--- src/rtl/lct_quality_sched_if.sv ---
`default_nettype none
// ---------------------------------------------------------------------------
// lct_quality_sched_if : requester, shared-encoder and result-port bundle
// Rev 1.0
// ---------------------------------------------------------------------------
interface lct_quality_sched_if #(
    parameter int KEYW = 8
);
    logic            req0;
    logic            req1;
    logic            ack0;
    logic            ack1;
    logic [5:0]      cand0_flags;
    logic [5:0]      cand1_flags;
    logic [3:0]      cand0_pat;
    logic [3:0]      cand1_pat;
    logic [KEYW-1:0] cand0_key;
    logic [KEYW-1:0] cand1_key;
    logic [5:0]      enc_flags;
    logic [3:0]      enc_pat;
    logic [3:0]      enc_q;
    logic            out_valid;
    logic            out_ready;
    logic [3:0]      out_q;
    logic [KEYW-1:0] out_key;
    logic            out_src;
    logic            busy;
    logic            err_clr;
    logic [7:0]      err_cnt;

    // master: requesters, encoder and downstream; slave: the scheduler
    modport master (
        output req0, req1, cand0_flags, cand1_flags, cand0_pat, cand1_pat,
               cand0_key, cand1_key, enc_q, out_ready, err_clr,
        input  ack0, ack1, enc_flags, enc_pat, out_valid, out_q, out_key,
               out_src, busy, err_cnt
    );
    modport slave (
        input  req0, req1, cand0_flags, cand1_flags, cand0_pat, cand1_pat,
               cand0_key, cand1_key, enc_q, out_ready, err_clr,
        output ack0, ack1, enc_flags, enc_pat, out_valid, out_q, out_key,
               out_src, busy, err_cnt
    );
endinterface
`default_nettype wire

--- src/rtl/lct_quality_sched.sv ---
`default_nettype none
// ---------------------------------------------------------------------------
// lct_quality_sched : round-robin share of one LCT quality encoder between two
// requesters. Optional Q=0 counter enabled by LCT_QSCHED_ERRCNT_EN.  Rev 1.0
// ---------------------------------------------------------------------------
module lct_quality_sched #(
    parameter int KEYW = 8
) (
    input  wire logic           clock,
    input  wire logic           reset_n,
    lct_quality_sched_if.slave  bus
);
    localparam logic [1:0] S_IDLE = 2'd0;
    localparam logic [1:0] S_EVAL = 2'd1;
    localparam logic [1:0] S_HOLD = 2'd2;

    logic [1:0]      r_state;
    logic            r_last;
    logic            r_ack0;
    logic            r_ack1;
    logic [5:0]      r_enc_flags;
    logic [3:0]      r_enc_pat;
    logic [3:0]      r_out_q;
    logic [KEYW-1:0] r_out_key;
    logic            r_out_src;
    logic            r_out_valid;

    logic w_any;
    logic w_win;

    assign w_any = bus.req0 | bus.req1;
    // On a tie the requester not granted last wins; otherwise whoever asks.
    assign w_win = (bus.req0 & bus.req1) ? ~r_last : bus.req1;

    always_ff @(posedge clock) begin
        if (!reset_n) begin
            r_state     <= S_IDLE;
            r_last      <= 1'b1;
            r_ack0      <= 1'b0;
            r_ack1      <= 1'b0;
            r_enc_flags <= '0;
            r_enc_pat   <= '0;
            r_out_q     <= '0;
            r_out_key   <= '0;
            r_out_src   <= 1'b0;
            r_out_valid <= 1'b0;
        end else begin
            r_ack0 <= 1'b0;
            r_ack1 <= 1'b0;
            case (r_state)
                S_IDLE: begin
                    if (w_any) begin
                        r_ack0      <= ~w_win;
                        r_ack1      <= w_win;
                        r_last      <= w_win;
                        r_enc_flags <= w_win ? bus.cand1_flags : bus.cand0_flags;
                        r_enc_pat   <= w_win ? bus.cand1_pat   : bus.cand0_pat;
                        r_out_key   <= w_win ? bus.cand1_key   : bus.cand0_key;
                        r_out_src   <= w_win;
                        r_state     <= S_EVAL;
                    end
                end
                S_EVAL: begin
                    r_out_q     <= bus.enc_q;
                    r_out_valid <= 1'b1;
                    r_state     <= S_HOLD;
                end
                S_HOLD: begin
                    if (bus.out_ready) begin
                        r_out_valid <= 1'b0;
                        r_state     <= S_IDLE;
                    end
                end
                default: r_state <= S_IDLE;
            endcase
        end
    end

`ifdef LCT_QSCHED_ERRCNT_EN
    logic [7:0] r_err_cnt;
    logic       w_eval_zero;

    assign w_eval_zero = (r_state == S_EVAL) && (bus.enc_q == 4'd0);

    // Clear wins over a same-edge increment; the count saturates at 255.
    always_ff @(posedge clock) begin
        if (!reset_n) begin
            r_err_cnt <= '0;
        end else if (bus.err_clr) begin
            r_err_cnt <= '0;
        end else if (w_eval_zero && (r_err_cnt != 8'hFF)) begin
            r_err_cnt <= r_err_cnt + 8'd1;
        end
    end

    assign bus.err_cnt = r_err_cnt;
`else
    assign bus.err_cnt = 8'd0;
`endif

    assign bus.ack0      = r_ack0;
    assign bus.ack1      = r_ack1;
    assign bus.enc_flags = r_enc_flags;
    assign bus.enc_pat   = r_enc_pat;
    assign bus.out_valid = r_out_valid;
    assign bus.out_q     = r_out_q;
    assign bus.out_key   = r_out_key;
    assign bus.out_src   = r_out_src;
    assign bus.busy      = (r_state != S_IDLE);
endmodule
`default_nettype wire

--- src/flat_wrapper.sv ---
// flat-port wrapper written by rule: the top's interface ports become plain ports
module lct_quality_sched_flat 
#(
    parameter int KEYW = 8
)
  (clock, reset_n, bus_req0, bus_req1, bus_cand0_flags, bus_cand1_flags, bus_cand0_pat, bus_cand1_pat, bus_cand0_key, bus_cand1_key, bus_enc_q, bus_out_ready, bus_err_clr, bus_ack0, bus_ack1, bus_enc_flags, bus_enc_pat, bus_out_valid, bus_out_q, bus_out_key, bus_out_src, bus_busy, bus_err_cnt);
  lct_quality_sched_if #(.KEYW(KEYW)) bus_i ();
  input  wire logic clock;
  input  wire logic reset_n;
  input wire logic [$bits(bus_i.req0)-1:0] bus_req0;
  input wire logic [$bits(bus_i.req1)-1:0] bus_req1;
  input wire logic [$bits(bus_i.cand0_flags)-1:0] bus_cand0_flags;
  input wire logic [$bits(bus_i.cand1_flags)-1:0] bus_cand1_flags;
  input wire logic [$bits(bus_i.cand0_pat)-1:0] bus_cand0_pat;
  input wire logic [$bits(bus_i.cand1_pat)-1:0] bus_cand1_pat;
  input wire logic [$bits(bus_i.cand0_key)-1:0] bus_cand0_key;
  input wire logic [$bits(bus_i.cand1_key)-1:0] bus_cand1_key;
  input wire logic [$bits(bus_i.enc_q)-1:0] bus_enc_q;
  input wire logic [$bits(bus_i.out_ready)-1:0] bus_out_ready;
  input wire logic [$bits(bus_i.err_clr)-1:0] bus_err_clr;
  output wire logic [$bits(bus_i.ack0)-1:0] bus_ack0;
  output wire logic [$bits(bus_i.ack1)-1:0] bus_ack1;
  output wire logic [$bits(bus_i.enc_flags)-1:0] bus_enc_flags;
  output wire logic [$bits(bus_i.enc_pat)-1:0] bus_enc_pat;
  output wire logic [$bits(bus_i.out_valid)-1:0] bus_out_valid;
  output wire logic [$bits(bus_i.out_q)-1:0] bus_out_q;
  output wire logic [$bits(bus_i.out_key)-1:0] bus_out_key;
  output wire logic [$bits(bus_i.out_src)-1:0] bus_out_src;
  output wire logic [$bits(bus_i.busy)-1:0] bus_busy;
  output wire logic [$bits(bus_i.err_cnt)-1:0] bus_err_cnt;
  assign bus_i.req0 = bus_req0;
  assign bus_i.req1 = bus_req1;
  assign bus_i.cand0_flags = bus_cand0_flags;
  assign bus_i.cand1_flags = bus_cand1_flags;
  assign bus_i.cand0_pat = bus_cand0_pat;
  assign bus_i.cand1_pat = bus_cand1_pat;
  assign bus_i.cand0_key = bus_cand0_key;
  assign bus_i.cand1_key = bus_cand1_key;
  assign bus_i.enc_q = bus_enc_q;
  assign bus_i.out_ready = bus_out_ready;
  assign bus_i.err_clr = bus_err_clr;
  assign bus_ack0 = bus_i.ack0;
  assign bus_ack1 = bus_i.ack1;
  assign bus_enc_flags = bus_i.enc_flags;
  assign bus_enc_pat = bus_i.enc_pat;
  assign bus_out_valid = bus_i.out_valid;
  assign bus_out_q = bus_i.out_q;
  assign bus_out_key = bus_i.out_key;
  assign bus_out_src = bus_i.out_src;
  assign bus_busy = bus_i.busy;
  assign bus_err_cnt = bus_i.err_cnt;
  lct_quality_sched #(.KEYW(KEYW)) u_core (.clock(clock), .reset_n(reset_n), .bus(bus_i));
endmodule
--- config.mk ---
export PLATFORM = sky130hd
export DESIGN_NAME = lct_quality_sched_flat
export DESIGN_NICKNAME = d
export VERILOG_FILES = /design/src/rtl/lct_quality_sched_if.sv /design/src/rtl/lct_quality_sched.sv /design/src/flat_wrapper.sv
export SDC_FILE = /design/constraint.sdc
export NUM_CORES = 1
export LEC_CHECK = 0
export CAP_MARGIN = 20
export CORE_MARGIN = 3
export CORE_UTILIZATION = 43
export CTS_BUF_LIST = sky130_fd_sc_hd__clkbuf_4 sky130_fd_sc_hd__clkbuf_8
export DETAILED_ROUTE_END_ITERATION = 8
export MAX_ROUTING_LAYER = met4
export PLACE_DENSITY_LB_ADDON = 0.12
export SETUP_SLACK_MARGIN = 0.15
export SYNTH_ARGS = -nofsm -noshare
export SYNTH_HDL_FRONTEND = slang
export SYNTH_SLANG_ARGS = --single-unit
--- constraint.sdc ---
create_clock -name clock -period 2.4 [get_ports clock]
set_input_delay 0.6 -clock clock [delete_from_list [all_inputs] [get_ports clock]]
set_output_delay 0.6 -clock clock [all_outputs]
set_load 0.01 [all_outputs]
==> results by group <==
STA
  • Slew Limit Fails: 0
  • Final Skew: 7.64 ps
  • RSZ-0062 raised after global routing: false
  • Slew @ Worst Pin: 566 ps
  • Final worst slack: 358 ps
  • Slew HR: 62.2%
  • Final period utilization: 85.1%
  • Maximum clock rate: 490 MHz
  • Setup TNS: 0 ps
  • Post-layout min period: 2040 ps
  • Hold Fails Final Rpt: 0
  • Final setup vio count: 0

Drt
  • WL/cell: 13.5 um
  • Via count: 1,369
  • DR pass1 iterations: 4
  • Antenna Nets Post-Route: 0
  • Remaining DRCs: 0
  • Routed WL: 3610 um
  • Initial DRC Count: 82
  • Via/cell ratio: 5.11

Pwr
  • IR drop worst, VDD: 0.315 mV
  • Static Leak: 0.811 nW
  • Power per cell area: 594 mW/mm^2
  • Power Total: 1.29 mW

Worst setup path
  • CP Capture Type: output pin
  • CP Launch Type: flip-flop
  • WP data arrival: 1440 ps
  • Family with the most delay on the worst path: buffers and inverters
  • CP Cell Sequence: nor2_4 > inv_4 > clkdlybuf4s50_1
  • Worst endpoint required time: 1800 ps
  • CP max FO: 6
  • R2R depth: 3
  • Buf/Inv on CP: 2
  • Setup CP Type: reg -> out
  • CP max stage delay: 540 ps
  • Worst reg2reg setup slack: 1100 ps
  • Critical-path cell with the highest stage delay: clkdlybuf4s50_1
  • Reg-to-reg startpoint: u_core.r_state[0]$_SDFFE_PN0P_
  • Worst R2R End: u_core.bus.out_q[1]$_SDFFE_PN0P_

Clocking
  • Worst skew pair latency: ~320 ps
  • TritonCTS clock tree: done
  • CTS Buf Count: 5
  • Hold buffers post-CTS: 0
  • Clock root cell: clkbuf_4
  • Number of clock sinks: 29
  • Clock buffer depth: 2
  • CTS H-tree depth: 2
  • Setup bufs post-CTS: 0
  • Clk slew on worst S/H paths: roughly 80 ps
  • Post-cts resize count: 0

Final layout
  • Area Growth Syn to Fin: 47.3%
  • Fillers: about 290
  • Post-route core utilization: 68.7%
  • Fin area: between 0.002 and 0.0025 mm^2
  • Ant diodes: 0
  • Nets: 270
  • Layout cells sized above 1: 17.0%

Logic synthesis
  • Syn_area_per_cell: about 9.5 um^2
  • Seq/Total Area, Yosys: 39.5%
  • Netlist Area Pre-Place: 0.00147 mm^2
  • Post-synth EDFFs: 0
  • Cell accounting for the most synthesized area: dfxtp_1
  • Register bit total from synthesis: 29
  • Post-synthesis async set-or-reset flop share: 0%
  • Top-area cell type share of the netlist area: 39.5%
  • Post-synthesis instance total: 155
  • Ys Warns: 0
  • Synth unique cells: 31
  • Area contributors post-synth: dfxtp_1 (39%), a311oi_2 (10%), nand2_1 (9.7%)
  • Most used flip-flop cell after synthesis: dfxtp_1

Die
  • Chip Width: 64.5 um
  • IO Pins: 81
  • Die area: about 0.0042 mm^2
  • Die Ht: roughly 64 um
  • Initial Util: 46.7%
  • FP Rows: 20
  • Area of the core: 0.00315 mm^2

Hold path
  • Hold Crit Endpoint: u_core.bus.out_q[2]$_SDFFE_PN0P_
  • Hold Crit Class: reg -> reg
  • Worst hold path startpoint: u_core.bus.out_q[2]$_SDFFE_PN0P_
  • Min-Delay Path Depth: 2

Run status
  • Status: finished, final reports clean

Global route
  • Grt ovf: 0
  • Initial antenna violation count: 0
  • Vias in the first global route: between 1,000 and 1,500
  • Gr usage total: 18.9%
  • Largest net degree at the start of global routing: 29
  • First-pass GRT wire length: 5910 um

Place
  • PortBufs: 71
  • Dpl hpwl: 2660 um
  • Place WS: ~330 ps
  • RD Place Congestion: 0.727
  • Placed instance area: 0.00211 mm^2

Run
  • Max-cap violations: 0
[metrics by stage]
step           hold WS, ps  std cells
2_1_floorplan          498        162
3_3_place_gp           473        261
3_5_place_dp           486        261
4_1_cts                506        268
5_1_grt                524        268
6_report               503        268
[synthesized netlist by cell type (2+ instances only)]
| cell | n |
|---|---|
| nand2_1 | 38 |
| dfxtp_1 | 29 |
| a21oi_1 | 11 |
| a21oi_2 | 10 |
| a311oi_2 | 10 |
| buf_4 | 9 |
| a311oi_1 | 8 |
| nor2_1 | 6 |
| buf_6 | 4 |
| mux2i_1 | 4 |
| nor3_1 | 3 |
| buf_12 | 2 |
| buf_2 | 2 |
| nor2b_1 | 2 |
[worst max-delay path by stage]
stage,to,startpoint,cells after the start
finish,bus_busy,u_core.r_state[1]$_SDFFE_PN0P_,3
global route,bus_busy,u_core.r_state[1]$_SDFFE_PN0P_,3
CTS,bus_busy,u_core.r_state[1]$_SDFFE_PN0P_,3
detailed placement,u_core.bus.out_key[6]$_SDFFE_PN0P_,bus_req0,5
global placement,u_core.bus.out_key[7]$_SDFFE_PN0P_,bus_req0,5
floorplan,u_core.bus.enc_flags[3]$_SDFFE_PN0P_,bus_req1,5
[power by group]
| part | internal [mW] | total [mW] | leakage [nW] | switching, mW |
|---|---|---|---|---|
| combinational | 0.228 | 0.417 | 0.536 | 0.189 |
| sequential | 0.534 | 0.568 | 0.240 | 0.0337 |
| clock | 0.149 | 0.302 | 0.0348 | 0.153 |
[worst min-delay path: stages (launching register included)]
cell	delay (ps)
dfxtp_1	330
mux2i_1	60
nor2_1	80
[per-layer routing]
metal  vias to the layer above  part of all wire (%)  global-route usage (%)
met2                        67                    49                    31.3
met1                       633                    38                    20.4
met5                         -                     0                       -
met3                         5                    11                    6.76
li1                        664                     -                       -
met4                         0                   1.4                    7.92
[area by class of cell]
cell class / instances / area [um^2] / share of cell area, %
clock buffers: 7 / 58.8 / 2.71
inverters: 2 / 10.0 / 0.462
multi-input cells: 111 / 722 / 33.3
flip-flops and latches: 29 / 581 / 26.8
well taps: 44 / 55.1 / 2.54
repair buffers: 75 / 741 / 34.2
[layout by cell type (no fill, tap or decap), drive strengths merged]
cell and n:
a21bo 1, a21boi 1, a21oi 21, a311oi 18, and3 1, buf 4
clkbuf 7, clkdlybuf4s50 71, conb 8, dfxtp 29, inv 2, mux2i 4
nand2 38, nor2 9, nor2b 2, nor3 3, nor3b 1, nor4 1
o21ai 2, or2 1
[cell families after synthesis]
family | synth area share (%)
other cells | 0.255
buf+inv | 13.3
compound gates | 26.8
flops | 39.5
mux | 2.72
simple gates | 17.5
[flip-flops by register name, summed over array words and instances (netlist names)]
name                  count
u_core.bus.ack1           1
u_core.bus.out_valid      1
u_core.r_state            2
u_core.bus.ack0           1
u_core.bus.enc_flags      6
u_core.bus.out_src        1
u_core.bus.enc_pat        4
u_core.r_last             1
u_core.bus.out_q          4
u_core.bus.out_key        8
(Power assumes the default switching activity.)
